`src/rtl/cla_sub_seq.sv`:
```
// Sequential wide subtractor: A - B - Bin computed 4 bits per cycle as A + ~B + ~Bin
// through one 4-bit carry-lookahead slice, with valid/ready handshakes on both sides.
module cla_sub_seq #(
  parameter int WIDTH = 16
) (
  input  logic             clk,
  input  logic             rst_n,
  input  logic             in_valid,
  output logic             in_ready,
  input  logic [WIDTH-1:0] A,
  input  logic [WIDTH-1:0] B,
  input  logic             Bin,
  output logic             out_valid,
  input  logic             out_ready,
  output logic [WIDTH-1:0] Diff,
  output logic             BorrowOut,
  output logic             Overflow,
  output logic             Zero
);

  localparam int SLICES = WIDTH / 4;
  localparam int CNT_W  = $clog2(SLICES + 1);

  localparam logic [1:0] S_IDLE = 2'd0;
  localparam logic [1:0] S_BUSY = 2'd1;
  localparam logic [1:0] S_DONE = 2'd2;

  // 4-bit carry-lookahead slice; returns {carry_out, sum[3:0]}
  function automatic logic [4:0] cla4(input logic [3:0] a, input logic [3:0] b, input logic cin);
    logic [3:0] g;
    logic [3:0] p;
    logic [4:0] c;
    g    = a & b;
    p    = a | b;
    c[0] = cin;
    c[1] = g[0] | (p[0] & cin);
    c[2] = g[1] | (p[1] & g[0]) | (p[1] & p[0] & cin);
    c[3] = g[2] | (p[2] & g[1]) | (p[2] & p[1] & g[0]) | (p[2] & p[1] & p[0] & cin);
    c[4] = g[3] | (p[3] & g[2]) | (p[3] & p[2] & g[1]) | (p[3] & p[2] & p[1] & g[0])
         | (p[3] & p[2] & p[1] & p[0] & cin);
    return {c[4], a ^ b ^ c[3:0]};
  endfunction

  logic [1:0]       state_q, state_d;
  logic [WIDTH-1:0] a_q, a_d;
  logic [WIDTH-1:0] nb_q, nb_d;
  logic [WIDTH-1:0] res_q, res_d;
  logic             carry_q, carry_d;
  logic [CNT_W-1:0] cnt_q, cnt_d;
  logic             a_msb_q, a_msb_d;
  logic             b_msb_q, b_msb_d;
  logic [WIDTH-1:0] diff_q, diff_d;
  logic             borrow_q, borrow_d;
  logic             ovf_q, ovf_d;
  logic             zero_q, zero_d;

  logic [4:0]       slice;
  logic [WIDTH-1:0] res_new;

  assign slice   = cla4(a_q[3:0], nb_q[3:0], carry_q);
  // New sum nibble enters at the top; after the last slice the register holds the full result.
  assign res_new = WIDTH'({slice[3:0], res_q} >> 4);

  always_comb begin
    state_d  = state_q;
    a_d      = a_q;
    nb_d     = nb_q;
    res_d    = res_q;
    carry_d  = carry_q;
    cnt_d    = cnt_q;
    a_msb_d  = a_msb_q;
    b_msb_d  = b_msb_q;
    diff_d   = diff_q;
    borrow_d = borrow_q;
    ovf_d    = ovf_q;
    zero_d   = zero_q;
    case (state_q)
      S_IDLE: begin
        if (in_valid) begin
          a_d     = A;
          nb_d    = ~B;
          carry_d = ~Bin;
          a_msb_d = A[WIDTH-1];
          b_msb_d = B[WIDTH-1];
          cnt_d   = '0;
          state_d = S_BUSY;
        end
      end
      S_BUSY: begin
        res_d   = res_new;
        a_d     = a_q >> 4;
        nb_d    = nb_q >> 4;
        carry_d = slice[4];
        cnt_d   = cnt_q + CNT_W'(1);
        if (cnt_q == CNT_W'(SLICES - 1)) begin
          state_d  = S_DONE;
          diff_d   = res_new;
          borrow_d = ~slice[4];
          ovf_d    = (a_msb_q != b_msb_q) && (res_new[WIDTH-1] != a_msb_q);
          zero_d   = (res_new == '0);
        end
      end
      S_DONE: begin
        if (out_ready) state_d = S_IDLE;
      end
      default: state_d = S_IDLE;
    endcase
  end

  always_ff @(posedge clk or negedge rst_n) begin
    if (!rst_n) begin
      state_q  <= S_IDLE;
      a_q      <= '0;
      nb_q     <= '0;
      res_q    <= '0;
      carry_q  <= 1'b0;
      cnt_q    <= '0;
      a_msb_q  <= 1'b0;
      b_msb_q  <= 1'b0;
      diff_q   <= '0;
      borrow_q <= 1'b0;
      ovf_q    <= 1'b0;
      zero_q   <= 1'b0;
    end else begin
      state_q  <= state_d;
      a_q      <= a_d;
      nb_q     <= nb_d;
      res_q    <= res_d;
      carry_q  <= carry_d;
      cnt_q    <= cnt_d;
      a_msb_q  <= a_msb_d;
      b_msb_q  <= b_msb_d;
      diff_q   <= diff_d;
      borrow_q <= borrow_d;
      ovf_q    <= ovf_d;
      zero_q   <= zero_d;
    end
  end

  assign in_ready  = (state_q == S_IDLE);
  assign out_valid = (state_q == S_DONE);
  assign Diff      = diff_q;
  assign BorrowOut = borrow_q;
  assign Overflow  = ovf_q;
  assign Zero      = zero_q;

endmodule

```
`config.mk`:
```
export PLATFORM = sky130hd
export DESIGN_NAME = cla_sub_seq
export DESIGN_NICKNAME = d
export VERILOG_FILES = /design/src/rtl/cla_sub_seq.sv
export SDC_FILE = /design/constraint.sdc
export NUM_CORES = 1
export LEC_CHECK = 0
export CORE_UTILIZATION = 47
export DETAILED_ROUTE_END_ITERATION = 6
export GPL_TIMING_DRIVEN = 0
export PLACE_DENSITY = 0.75
export SETUP_SLACK_MARGIN = 0.5
export SKIP_CTS_REPAIR_TIMING = 1
export SYNTH_ARGS = -nofsm -noshare
export SYNTH_HDL_FRONTEND = slang
export SYNTH_SLANG_ARGS = --single-unit
```
`constraint.sdc`:
```
create_clock -name clk -period 1.75 [get_ports clk]
set_clock_uncertainty 0.05 [all_clocks]
set_input_delay 0.35 -clock clk [delete_from_list [all_inputs] [get_ports clk]]
set_output_delay 0.35 -clock clk [all_outputs]
set_load 0.01 [all_outputs]
```
==> metrics.txt <==
run status=complete, but fails checks; failing checks=design-rule violations, negative setup slack; Worst Tran Pin Value=0.881 ns; sw power=0.00390 W; combinational fraction of design power=0.556; Die Width=around 85 um; EDFF count, synth=0; worst reg2reg setup slack=-0.26 ns; Worst-Skew Late Latency=0.35 ns; clock network power share=0.140; leading cell type in the layout, fill and taps excluded=dfrtp_1; Vias/cell=5.59; NumNets Final=487; met3 Use GR=0.0399; worst hold path class=in -> async; Final setup viols=6; I/O pins=58; Syn. warnings=0; VDD IR-drop max=0.998 mV; PwrDens=1910 nW/um^2; Leak=2.40 nW; Core Rows=29; DP Worst Slack=-0.322 ns; GRT Total Usage=0.222; TritonCTS clock tree=built; fin crit share=1.15; RSZ-0062 raised after global routing=true; grt peak-use layer=met2; # clock sinks=71; port buffer count=57; met1 Usage GRT=0.289; die area=7210 um^2; synthesized area=3230 um^2; Detail Route Antenna Nets=0; family with the most delay on the worst path=compound AO/OA/AOI/OAI gates; Initial DRT Pass Iterations=7; Final min period=2.01 ns; CP endpoint=Overflow$_DFFE_PN0P_; Final Hold Viols=0; cts bufs inserted=9; largest net degree at the start of global routing=72; MaxCap Viol Count=0; post-synthesis cell type count=39; clock-pin slew on the worst setup and hold paths=approximately 0.080 ns; Critical Path End Type=flip-flop; Final WS setup=-0.260 ns; WL final=about 10 mm; Most used DFF post-synth=dfrtp_1; reg2reg end=Overflow$_DFFE_PN0P_; hold slack=about 0.068 ns; CP arrival=2.25 ns; layout cells sized above 1=0.436; Critical Path RT=1.99 ns; switch share=0.400; CP Cell Sequence=inv_2 > ha_2 > nor2b_4 > o311a_4 > o311ai_4 > nor4b_4 > a211o_1; FF+latch count, synth=71; # H-tree levels=3; r2r worst-path depth=7; Setup crit start=nb_q[0]$_DFFE_PN0P_; vias in the first global route=2517; routability cong.=0.819; DRT iter0 DRCs=97; Max Root-Sink Buffers=2; P_int=0.00585 W; grt ovf=0; average size of a mapped cell=a little under 10 um^2; die height=between 80 and 90 um; first-pass GRT wire length=about 12 mm; Routed WL per cell=18.7 um; Slowest cell on crit path=dfrtp_1; ANT cells=0; DRC=5; dpl cell area=slightly above 4000 um^2; clk root buf=clkbuf_8; Design Area, Final=5100 um^2; maximum clock rate=roughly 0.50 GHz; area grow syn2layout=58.0%; Synth async-reset ratio=1.00; Setup CP Type=reg -> reg; Synthesized Nets=378; Setup crit start kind=flip-flop; CORE AREA=6490 um^2; Slew HR=0.413; r2r startpoint=nb_q[0]$_DFFE_PN0P_; Initial Util=0.497; Seq pwr share=0.304; CP Depth=7; Detailed Place HPWL=5.17 mm; Worst Path Buf+Inv=1; post-synthesis sequential area ratio=0.550; Syn Inst Count=329; commonest cells after routing, fill and taps aside=70 x dfrtp_1, 62 x nand2_1, 35 x clkdlybuf4s50_1; setup TNS=-0.754 ns; vias=about 2900; CP max stage delay=roughly 0.43 ns; Final Max Tran Viols=0; antenna violations before repair=0; worst-path fanout max=4; met2 Resource Use GR=0.365
## logic make-up (layout without fill, tap and decap cells)
logic type	after synthesis	after routing	share of synthesized area
adder cells (fa/ha/maj)	12	12	0.0488
buffers and inverters	33	147	0.0442
XOR/XNOR	2	2	0.00543
AO/OA/AOI/OAI	70	70	0.133
flip-flops	71	71	0.550
AND/OR/NAND/NOR	128	128	0.173
multiplexers	13	13	0.0453
## per-stage QoR
step / power [W] / std cells / util
floorplan: 0.00525 / 329 / -
global placement: 0.00634 / 463 / 0.621
detailed placement: 0.00649 / 463 / 0.621
CTS: 0.00786 / 479 / 0.653
global route: 0.0102 / 520 / 0.786
finish: 0.00975 / 520 / 0.786
## power by group through the flow
stage,logic (W),clock network (W),registers [W]
2_1_floorplan,0.00239,0,0.00285
3_3_place_gp,0.00348,0,0.00286
3_5_place_dp,0.00360,0,0.00289
4_1_cts,0.00363,0.00136,0.00286
5_1_grt,0.00579,0.00143,0.00302
6_report,0.00542,0.00137,0.00296
## flip-flops by register name (all words and copies together), names as in the netlist, 2 cells and up
name	flops
nb_q	16
res_q	12
Diff	16
a_q	16
cnt_q	3
state_q	2
## area by class of cell
class | count | area [um^2]
clock inverter | 5 | 56.3
clock buffer | 11 | 151
buffer | 20 | 244
tap | 77 | 96.3
sequential | 71 | 1780
multi-input combinational | 225 | 1750
timing repair buffer | 98 | 981
fill | 385 | 1390
inverter | 13 | 48.8
## layer usage
metal | vias up | share of wire
met5 | - | 0
met4 | 0 | 0.034
met3 | 30 | 0.040
met2 | 111 | 0.51
met1 | 1442 | 0.41
li1 | 1325 | -
## cells in the mapped netlist (2+ instances only)
master     n  area (um^2)
nand2_1   78          293
dfrtp_1   71         1780
o21ai_0   38          190
nor2_1    26         97.6
a21oi_1   16         80.1
inv_1     13         48.8
mux2_2    13          146
clkbuf_1  12         45.0
ha_1      11          138
a31oi_1    8         50.1
nand3_1    8         40.0
buf_2      4         20.0
buf_1      2         7.51
nand2b_1   2         12.5
nor4b_1    2         17.5
xor2_1     2         17.5
## how the worst min path moves through the flow
stage / start / endpoint / slack, ns
floorplan: rst_n / BorrowOut$_DFFE_PN0P_ / 0.004
global placement: Diff[12]$_DFFE_PN0P_ / Diff[12]$_DFFE_PN0P_ / 0.41
detailed placement: nb_q[10]$_DFFE_PN0P_ / nb_q[6]$_DFFE_PN0P_ / 0.42
CTS: rst_n / Diff[13]$_DFFE_PN0P_ / 0.10
global route: rst_n / Diff[14]$_DFFE_PN0P_ / 0.15
finish: rst_n / nb_q[1]$_DFFE_PN0P_ / 0.07
Power figures use the tool's default switching activity.
